File: src/rtl/key_echo_tx.sv
// Echoes each newly pressed direction key (ASCII '1'..'9') as one 8N1 UART frame.
// Optional KEY_ECHO_CRLF_EN: every key byte is followed by 0x0D, 0x0A frames.
module key_echo_tx #(
    parameter int CLKS_PER_BIT = 868
) (
    input  logic       clk,
    input  logic       rst,
    input  logic [7:0] key_in,
    output logic       tx,
    output logic       busy,
    output logic       sent
);

    // state  | meaning
    // IDLE   | line high, waiting for a key change
    // START  | start bit (tx=0) of a key byte
    // DATA   | 8 data bits, LSB first
    // STOP   | stop bit (tx=1); frame boundary decisions taken on its last cycle
    // SUFFIX | start bit of a CR or LF suffix frame (CRLF build only)
    typedef enum logic [2:0] {
        IDLE,
        START,
        DATA,
        STOP
`ifdef KEY_ECHO_CRLF_EN
        , SUFFIX
`endif
    } state_t;

    localparam logic [15:0] LP_RELOAD = 16'(CLKS_PER_BIT - 1);

    state_t      r_state;
    logic [15:0] r_cnt;
    logic [2:0]  r_bit_idx;
    logic [7:0]  r_shift;
    logic [7:0]  r_last_key;
    logic [7:0]  r_pend;
    logic        r_pend_vld;
    logic        r_tx;
`ifdef KEY_ECHO_CRLF_EN
    logic [1:0]  r_phase;
    logic [1:0]  w_phase_nxt;
`endif

    state_t      w_state_nxt;
    logic [15:0] w_cnt_nxt;
    logic [2:0]  w_idx_nxt;
    logic [7:0]  w_shift_nxt;
    logic [7:0]  w_last_nxt;
    logic [7:0]  w_pend_nxt;
    logic        w_pend_vld_nxt;
    logic        w_tx_nxt;

    logic        w_key_valid;
    logic        w_change;
    logic        w_same;
    logic        w_tick;
    logic        w_nxt_vld;
    logic [7:0]  w_nxt_key;
    logic        w_end;
    logic        w_launch;
    logic [7:0]  w_launch_key;

    assign w_key_valid = (key_in >= 8'h31) && (key_in <= 8'h39);
    assign w_change    = w_key_valid && (key_in != r_last_key);
    assign w_same      = w_key_valid && (key_in == r_last_key);
    assign w_tick      = (r_cnt == 16'd0);

    // A change seen on the final stop cycle beats the stored pending value;
    // a return to the in-flight code cancels whatever was pending.
    assign w_nxt_vld = w_change || (r_pend_vld && !w_key_valid);
    assign w_nxt_key = w_change ? key_in : r_pend;

    always_ff @(posedge clk or negedge rst) begin
        if (!rst) begin
            r_state    <= IDLE;
            r_cnt      <= 16'd0;
            r_bit_idx  <= 3'd0;
            r_shift    <= 8'h00;
            r_last_key <= 8'h00;
            r_pend     <= 8'h00;
            r_pend_vld <= 1'b0;
            r_tx       <= 1'b1;
`ifdef KEY_ECHO_CRLF_EN
            r_phase    <= 2'd0;
`endif
        end else begin
            r_state    <= w_state_nxt;
            r_cnt      <= w_cnt_nxt;
            r_bit_idx  <= w_idx_nxt;
            r_shift    <= w_shift_nxt;
            r_last_key <= w_last_nxt;
            r_pend     <= w_pend_nxt;
            r_pend_vld <= w_pend_vld_nxt;
            r_tx       <= w_tx_nxt;
`ifdef KEY_ECHO_CRLF_EN
            r_phase    <= w_phase_nxt;
`endif
        end
    end

    always_comb begin
        w_state_nxt    = r_state;
        w_cnt_nxt      = r_cnt;
        w_idx_nxt      = r_bit_idx;
        w_shift_nxt    = r_shift;
        w_last_nxt     = r_last_key;
        w_pend_nxt     = r_pend;
        w_pend_vld_nxt = r_pend_vld;
        w_tx_nxt       = r_tx;
`ifdef KEY_ECHO_CRLF_EN
        w_phase_nxt    = r_phase;
`endif
        w_end          = 1'b0;
        w_launch       = 1'b0;
        w_launch_key   = key_in;

        if (r_state != IDLE) begin
            w_cnt_nxt = w_tick ? LP_RELOAD : (r_cnt - 16'd1);
            if (w_change) begin
                w_pend_nxt     = key_in;
                w_pend_vld_nxt = 1'b1;
            end else if (w_same) begin
                w_pend_vld_nxt = 1'b0;
            end
        end

        case (r_state)
            IDLE: begin
                if (w_change) begin
                    w_launch     = 1'b1;
                    w_launch_key = key_in;
                end
            end
            START: begin
                if (w_tick) begin
                    w_state_nxt = DATA;
                    w_tx_nxt    = r_shift[0];
                    w_idx_nxt   = 3'd0;
                end
            end
            DATA: begin
                if (w_tick) begin
                    if (r_bit_idx == 3'd7) begin
                        w_state_nxt = STOP;
                        w_tx_nxt    = 1'b1;
                    end else begin
                        w_shift_nxt = {1'b0, r_shift[7:1]};
                        w_tx_nxt    = r_shift[1];
                        w_idx_nxt   = r_bit_idx + 3'd1;
                    end
                end
            end
            STOP: begin
                if (w_tick) begin
`ifdef KEY_ECHO_CRLF_EN
                    if (r_phase != 2'd2) begin
                        w_state_nxt = SUFFIX;
                        w_shift_nxt = (r_phase == 2'd0) ? 8'h0D : 8'h0A;
                        w_tx_nxt    = 1'b0;
                        w_phase_nxt = r_phase + 2'd1;
                    end else begin
                        w_end = 1'b1;
                    end
`else
                    w_end = 1'b1;
`endif
                end
            end
`ifdef KEY_ECHO_CRLF_EN
            SUFFIX: begin
                if (w_tick) begin
                    w_state_nxt = DATA;
                    w_tx_nxt    = r_shift[0];
                    w_idx_nxt   = 3'd0;
                end
            end
`endif
            default: begin
                w_state_nxt = IDLE;
                w_tx_nxt    = 1'b1;
            end
        endcase

        if (w_end) begin
            if (w_nxt_vld) begin
                w_launch     = 1'b1;
                w_launch_key = w_nxt_key;
            end else begin
                w_state_nxt    = IDLE;
                w_tx_nxt       = 1'b1;
                w_cnt_nxt      = 16'd0;
                w_idx_nxt      = 3'd0;
                w_pend_vld_nxt = 1'b0;
            end
        end

        // New key frames start with the line already low on the next cycle.
        if (w_launch) begin
            w_state_nxt    = START;
            w_cnt_nxt      = LP_RELOAD;
            w_idx_nxt      = 3'd0;
            w_shift_nxt    = w_launch_key;
            w_last_nxt     = w_launch_key;
            w_tx_nxt       = 1'b0;
            w_pend_vld_nxt = 1'b0;
`ifdef KEY_ECHO_CRLF_EN
            w_phase_nxt    = 2'd0;
`endif
        end
    end

    assign tx   = r_tx;
    assign busy = (r_state != IDLE);
`ifdef KEY_ECHO_CRLF_EN
    assign sent = (r_state == STOP) && w_tick && (r_phase == 2'd0);
`else
    assign sent = (r_state == STOP) && w_tick;
`endif

endmodule

File: config.mk
export PLATFORM = sky130hd
export DESIGN_NAME = key_echo_tx
export DESIGN_NICKNAME = d
export VERILOG_FILES = /design/src/rtl/key_echo_tx.sv
export SDC_FILE = /design/constraint.sdc
export NUM_CORES = 1
export LEC_CHECK = 0
export ABC_CLOCK_PERIOD_IN_PS = 2280
export CAP_MARGIN = 5
export CORE_MARGIN = 5
export CORE_UTILIZATION = 56
export CTS_CLUSTER_DIAMETER = 50
export DETAILED_ROUTE_END_ITERATION = 8
export PLACE_DENSITY_LB_ADDON = 0.2
export SLEW_MARGIN = 25
export SYNTH_ARGS = -nofsm -noshare
export SYNTH_HDL_FRONTEND = slang
export SYNTH_SLANG_ARGS = --single-unit
File: constraint.sdc
create_clock -name clk -period 2.28 [get_ports clk]
set_input_delay 0.57 -clock clk [delete_from_list [all_inputs] [get_ports clk]]
set_output_delay 0.57 -clock clk [all_outputs]
set_load 0.03 [all_outputs]
Word level (Yosys, flattened, before mapping)
Index checks and enable logic that the tools add are counted.
Storage, ports and cells
  bits in registers: 48
  bits of input ports: 10
  output and inout port bits: 3
  logic and storage cells: 78
Operators by class
  $add $sub $neg: 2
  magnitude comparators: 2
  eq/ne operators: 7
  muxes and demuxes: 45
  reduce and logical (&&, ||, !) cells: 14
Operators with widths (number)
  $mux 16: 5
  $mux 8: 7
  $mux 3: 12
  $mux 1: 18
  $logic_not 16->1: 1
  $sub 16x1->16 const B: 1
  $pmux 3 s3: 1
  $eq 8x8->1: 1
  $ge 8x6->1 const B: 1
  $le 8x6->1 const B: 1
  $ne 8x8->1: 1
  $eq 3x2->1 const B: 2
  $pmux 3 s2: 1
  $logic_and 1x1->1: 5
  $reduce_bool 2->1: 2
  $add 3x1->3 const B: 1
  $eq 3x1->1 const B: 1
  $eq 3x3->1 const B: 1
  $logic_not 3->1: 1
  $pmux 1 s3: 1
  $reduce_and 3->1: 1
  $reduce_bool 3->1: 1
  $ne 2x2->1 const B: 1
  $reduce_or 2->1: 1
  other kinds (2): 2

Longest topological paths before layout
  depth in word-level cells: 9
  depth in mapped cells: 9
  depth with buffers taken out: 8

Worst setup path after synthesis
No wires, ideal clock.
  path type: flip-flop to flip-flop
  from: register r_cnt[4]
  to: register r_last_key[7]
  setup time: 0.121 ns
  arrival: 2.020 ns
  required time: 2.159 ns
  setup slack: 0.139 ns
  stages on the path, launching flop included: 8
  buffers on the path: 1
  clock period less this slack: 2.141 ns
  cell sequence: dfrtp_1 -> or4_4 -> nor3b_4 -> nand3_4 -> clkinv_2 -> a31oi_4 -> buf_6 -> a22o_1
On the way
  word-level cells in the longest chain between the ends: 4
  elaborated cells between the ends (all ways): 5
  classes of those cells: 4 x mux; 1 x reduce/logical
RTL lines
  start, declared: RTL line 33  | logic [15:0] r_cnt;
  start signal, assigned: RTL line 89  | r_cnt <= w_cnt_nxt;
  $logic_not 16->1 (*): RTL line 67  | assign w_tick = (r_cnt == 16'd0);
  $mux 1 (*): RTL line 155  | if (w_tick) begin
  $mux 1 (*): RTL line 128  | case (r_state)
  $mux 8 or $mux 1 (tied branches): RTL line 185  | if (w_end) begin
  end signal, assigned: RTL line 92  | r_last_key <= w_last_nxt;
  end, declared: RTL line 36  | logic [7:0] r_last_key;
Mark *: on every way between the ends. The rest lies on a longest branch, timed or not.
A chain may end at the register's enable or synchronous reset.

Worst setup path in the final report
  from: register r_cnt[5]
  to: output sent
On the way
  word-level cells in the longest chain between the ends: 2
RTL lines
  $logic_not 16->1: RTL line 67
  $logic_and 1x1->1: RTL line 218  | assign sent = (r_state == STOP) && w_tick;
  end, declared: RTL line 11  | output logic sent
No other way between the ends.

==> flow_summary_export.csv <==
group,metric,value,unit
synth,synth_top_cell_by_area,"dfrtp_1",
setup_path,crit_path_end,"sent",
routing,first_pass_iters,4,
global_routing,grt_pass1_wl,9.05,mm
finish,multi_input_area,0.00122,mm2
finish,fill_cells,276,
power_and_ir_drop,pwr-share-clk,28.0,%
routing,wire_per_inst,15.7,um
clock_tree,cts.sinks,48,
clock_tree,hold_buffers,0,
finish,synthToLayoutAreaGrowth,29.0,%
setup_path,worst-path-max-fanout,3,
synth,syn_area_per_cell,10.1,um2
job,maxCapViolCount,0,
synth,yosys_warnings,0,
routing,vias,1954,
clock_tree,cts-root-buf,"clkbuf_8",
die,chipHeight,75.7,um
synth,synth_edf_count,0,
synth,ys_types,51,
setup_path,rr_endpoint,"r_state[0]$_DFF_PN0_",
die,num_rows,23,
power_and_ir_drop,powerDensity,722,mW/mm2
setup_path,crit_arrival,1.82,ns
finish,drive_above_1_share,28.8,%
finish,finalNonFillerCells,345,
synth,ys_async_sr_fraction,100,%
global_routing,met1_usage,27.2,%
global_routing,grt_usage,20.9,%
synth,synth_nets,250,
setup_path,cp_num_cells,5,
setup_path,reg2reg_slack,0.08,ns
power_and_ir_drop,power.internal,1590,uW
finish,final_core_util,76.2,%
global_routing,gr-total-overflow,0,
setup_path,slowest_stage,"or4_4",
clock_tree,htreeDepth,2,
synth,synthCells,238,
setup_path,criticalPathCategory,"reg -> out",
global_routing,grt_max_degree,30,
die,die_w,75.7,um
die,initial_core_util,59.1,%
clock_tree,clockBufferDepth,2,
global_routing,top_usage_layer,"met2",
setup_path,crit_buf_inv,2,
finish,final_cell_area,0.00311,mm2
setup_path,cp_data_required_time,1.71,ns
setup_path,reg2reg_depth,8,
power_and_ir_drop,irDropWorstVdd,455,uV
worst_hold_path,min_path_type,"in -> async",
placement,gp_congestion,0.840,
clock_tree,clock_latency,0.30,ns
die,coreArea,0.00409,mm2
global_routing,grt_pass1_vias,2010,
finish,layout_commonest_cell,"dfrtp_1",
sta,slew_viol_final,0,
sta,fin_crit_sh,105,%
synth,synth_area_leaders,"dfrtp_1 49%, xor2_1 4.0%, a21oi_1 3.7%",
setup_path,slowest_delay,0.56,ns
power_and_ir_drop,power_frac_comb,21.2,%
setup_path,endpoint_kind,"primary output",
clock_tree,clkTransAtPathRegs,0.10,ns
synth,synth_ff_type,"dfrtp_1",
synth,synth_seq_area_share,49.8,%
die,fp.dieArea,0.00572,mm2
sta,finalHoldViolCount,0,
routing,drc,0,
finish,finalNetCount,306,
sta,fmax,419,MHz
finish,mostFrequentLayoutCells,"47 x dfrtp_1, 40 x buf_4, 21 x nand2_1",
sta,setup_ws,-0.107,ns
sta,tns,-0.107,ns
routing,routed_wl,5.43,mm
global_routing,use_met2,34.2,%
synth,synth_seq_cells,48,
routing,ant_nets,0,
sta,min_period,2.39,ns
sta,fin_skew,0.0100,ns
finish,seq_area,0.00120,mm2
routing,viasPerCell,5.66,
setup_path,crit_chain,"or4_4 -> nor3b_4 -> nand3_4 -> clkinv_4 -> buf_6",
outcome,violations,"negative setup slack",
global_routing,antenna_found_initial,0,
setup_path,startpoint_type,"flip-flop",
power_and_ir_drop,p_switching,654,uW
setup_path,crit_family,"simple AND/OR/NAND/NOR gates",
global_routing,grtUsageMet3,4.49,%
sta,final-setup-viol-count,1,
power_and_ir_drop,seqPwrFrac,50.8,%
placement,dp_hpwl,3.73,mm
setup_path,startpoint,"r_cnt[5]$_DFF_PN0_",
outcome,status,"finished, violations left",
power_and_ir_drop,power,2250,uW
routing,drt_iter0_drc,130,
sta,rsz0062_at_grt,"true",
sta,maxSlewHeadroom,57.8,%
placement,place_inst,330,
synth,synth_top_area_share,48.7,%
synth,syn_area,0.00241,mm2
power_and_ir_drop,swShare,29.1,%
finish,antenna_cells,0,
clock_tree,numCtsBuffers,5,
clock_tree,cts_tree,"built",
die,io_pins,13,
placement,port_buffers,12,
setup_path,r2r-start,"r_cnt[5]$_DFF_PN0_",
sta,worstMarginPinSlew,0.633,ns
power_and_ir_drop,p_leak,0.00144,uW
placement,postPlaceCellArea,0.00285,mm2
## per-layer routing
layer | vias to the layer above | wire, um
li1 | 955 | -
met1 | 951 | 2370
met2 | 32 | 2760
met3 | 16 | 155
met4 | 0 | 147
met5 | - | 0
## worst min path at each step
stage	end	slack, ns	cells past startpoint
6_report	r_shift[0]$_DFFE_PN0P_	0.28	1
3_3_place_gp	r_pend[4]$_DFFE_PN0N_	0.46	1
5_1_grt	r_shift[0]$_DFFE_PN0P_	0.33	1
4_1_cts	r_shift[1]$_DFFE_PN0P_	0.31	1
2_1_floorplan	r_bit_idx[0]$_DFF_PN0_	0.27	0
3_5_place_dp	r_pend[4]$_DFFE_PN0N_	0.46	1
## layout make-up
| class | count | share of cell area, % |
|---|---|---|
| repair buffers | 57 | 15.4 |
| clock buffers | 5 | 2.21 |
| flip-flops and latches | 48 | 38.6 |
| well taps | 50 | 2.01 |
| clock inverters | 3 | 1.49 |
| inverters | 7 | 1.00 |
| multi-input cells | 175 | 39.3 |
## power groups by stage
stage               Sequential [uW]  Combinational, uW  Clock, uW
finish                         1140                477        630
global route                   1160                537        673
CTS                            1140                472        642
detailed placement             1150                459          0
global placement               1150                447          0
floorplan                      1140                285          0
## per-stage QoR
stage	setup slack, ns	hold slack (ns)
6_report	-0.107	0.277
5_1_grt	-0.188	0.325
4_1_cts	-0.144	0.307
3_5_place_dp	-0.500	0.457
3_3_place_gp	-0.400	0.455
2_1_floorplan	0.139	0.274
## Yosys cell counts (2+ instances only)
cell / number
dfrtp_1: 47
nand4_1: 3
a211oi_1: 2
inv_1: 6
nor2b_1: 6
o21ai_0: 11
and3_1: 2
xor2_1: 11
and2_1: 3
nand3_1: 4
xnor2_1: 10
nand2_1: 22
buf_2: 3
nor4_1: 7
nor3b_4: 2
mux2_2: 4
a21oi_1: 18
clkbuf_1: 4
a2bb2oi_1: 5
or2_2: 3
nor2_1: 20
or4_1: 2
nor3_1: 7
a32o_1: 2
nand2b_1: 2
a22oi_1: 4
o31ai_1: 2
mux2i_1: 2
ha_1: 2
## cell families after synthesis
logic type	share of synthesized area (%)
buffers and inverters	2.85
AOI/OAI and AO/OA	14.9
muxes	2.70
adders and majority gates	1.04
DFF	49.8
and+or+nand+nor	20.9
other	0.155
xor gates and xnor gates	7.62
## sequential cells by signal (all words and copies together), names as in the netlist
signal,cells
r_shift,8
tx,1
r_cnt,16
r_bit_idx,3
r_pend_vld,1
r_state,3
r_pend,8
r_last_key,8
## timing repair
item                                   CTS  global route
gates resized for setup                 18            12
endpoints found under the hold margin    0             0
setup endpoints to repair               43            39
cloned                                   1             0
buffers inserted                         3             3
pin swaps                                3            12
## worst reg2reg max path, stage by stage (launching register included)
cell and delay (ns):
dfrtp_1 0.39, or4_4 0.56, nor3b_4 0.24, nand3_4 0.12
buf_4 0.16, buf_12 0.13, nor3b_4 0.26, buf_4 0.16
o31ai_2 0.06
Note: power is estimated with default switching activity, not from simulation.
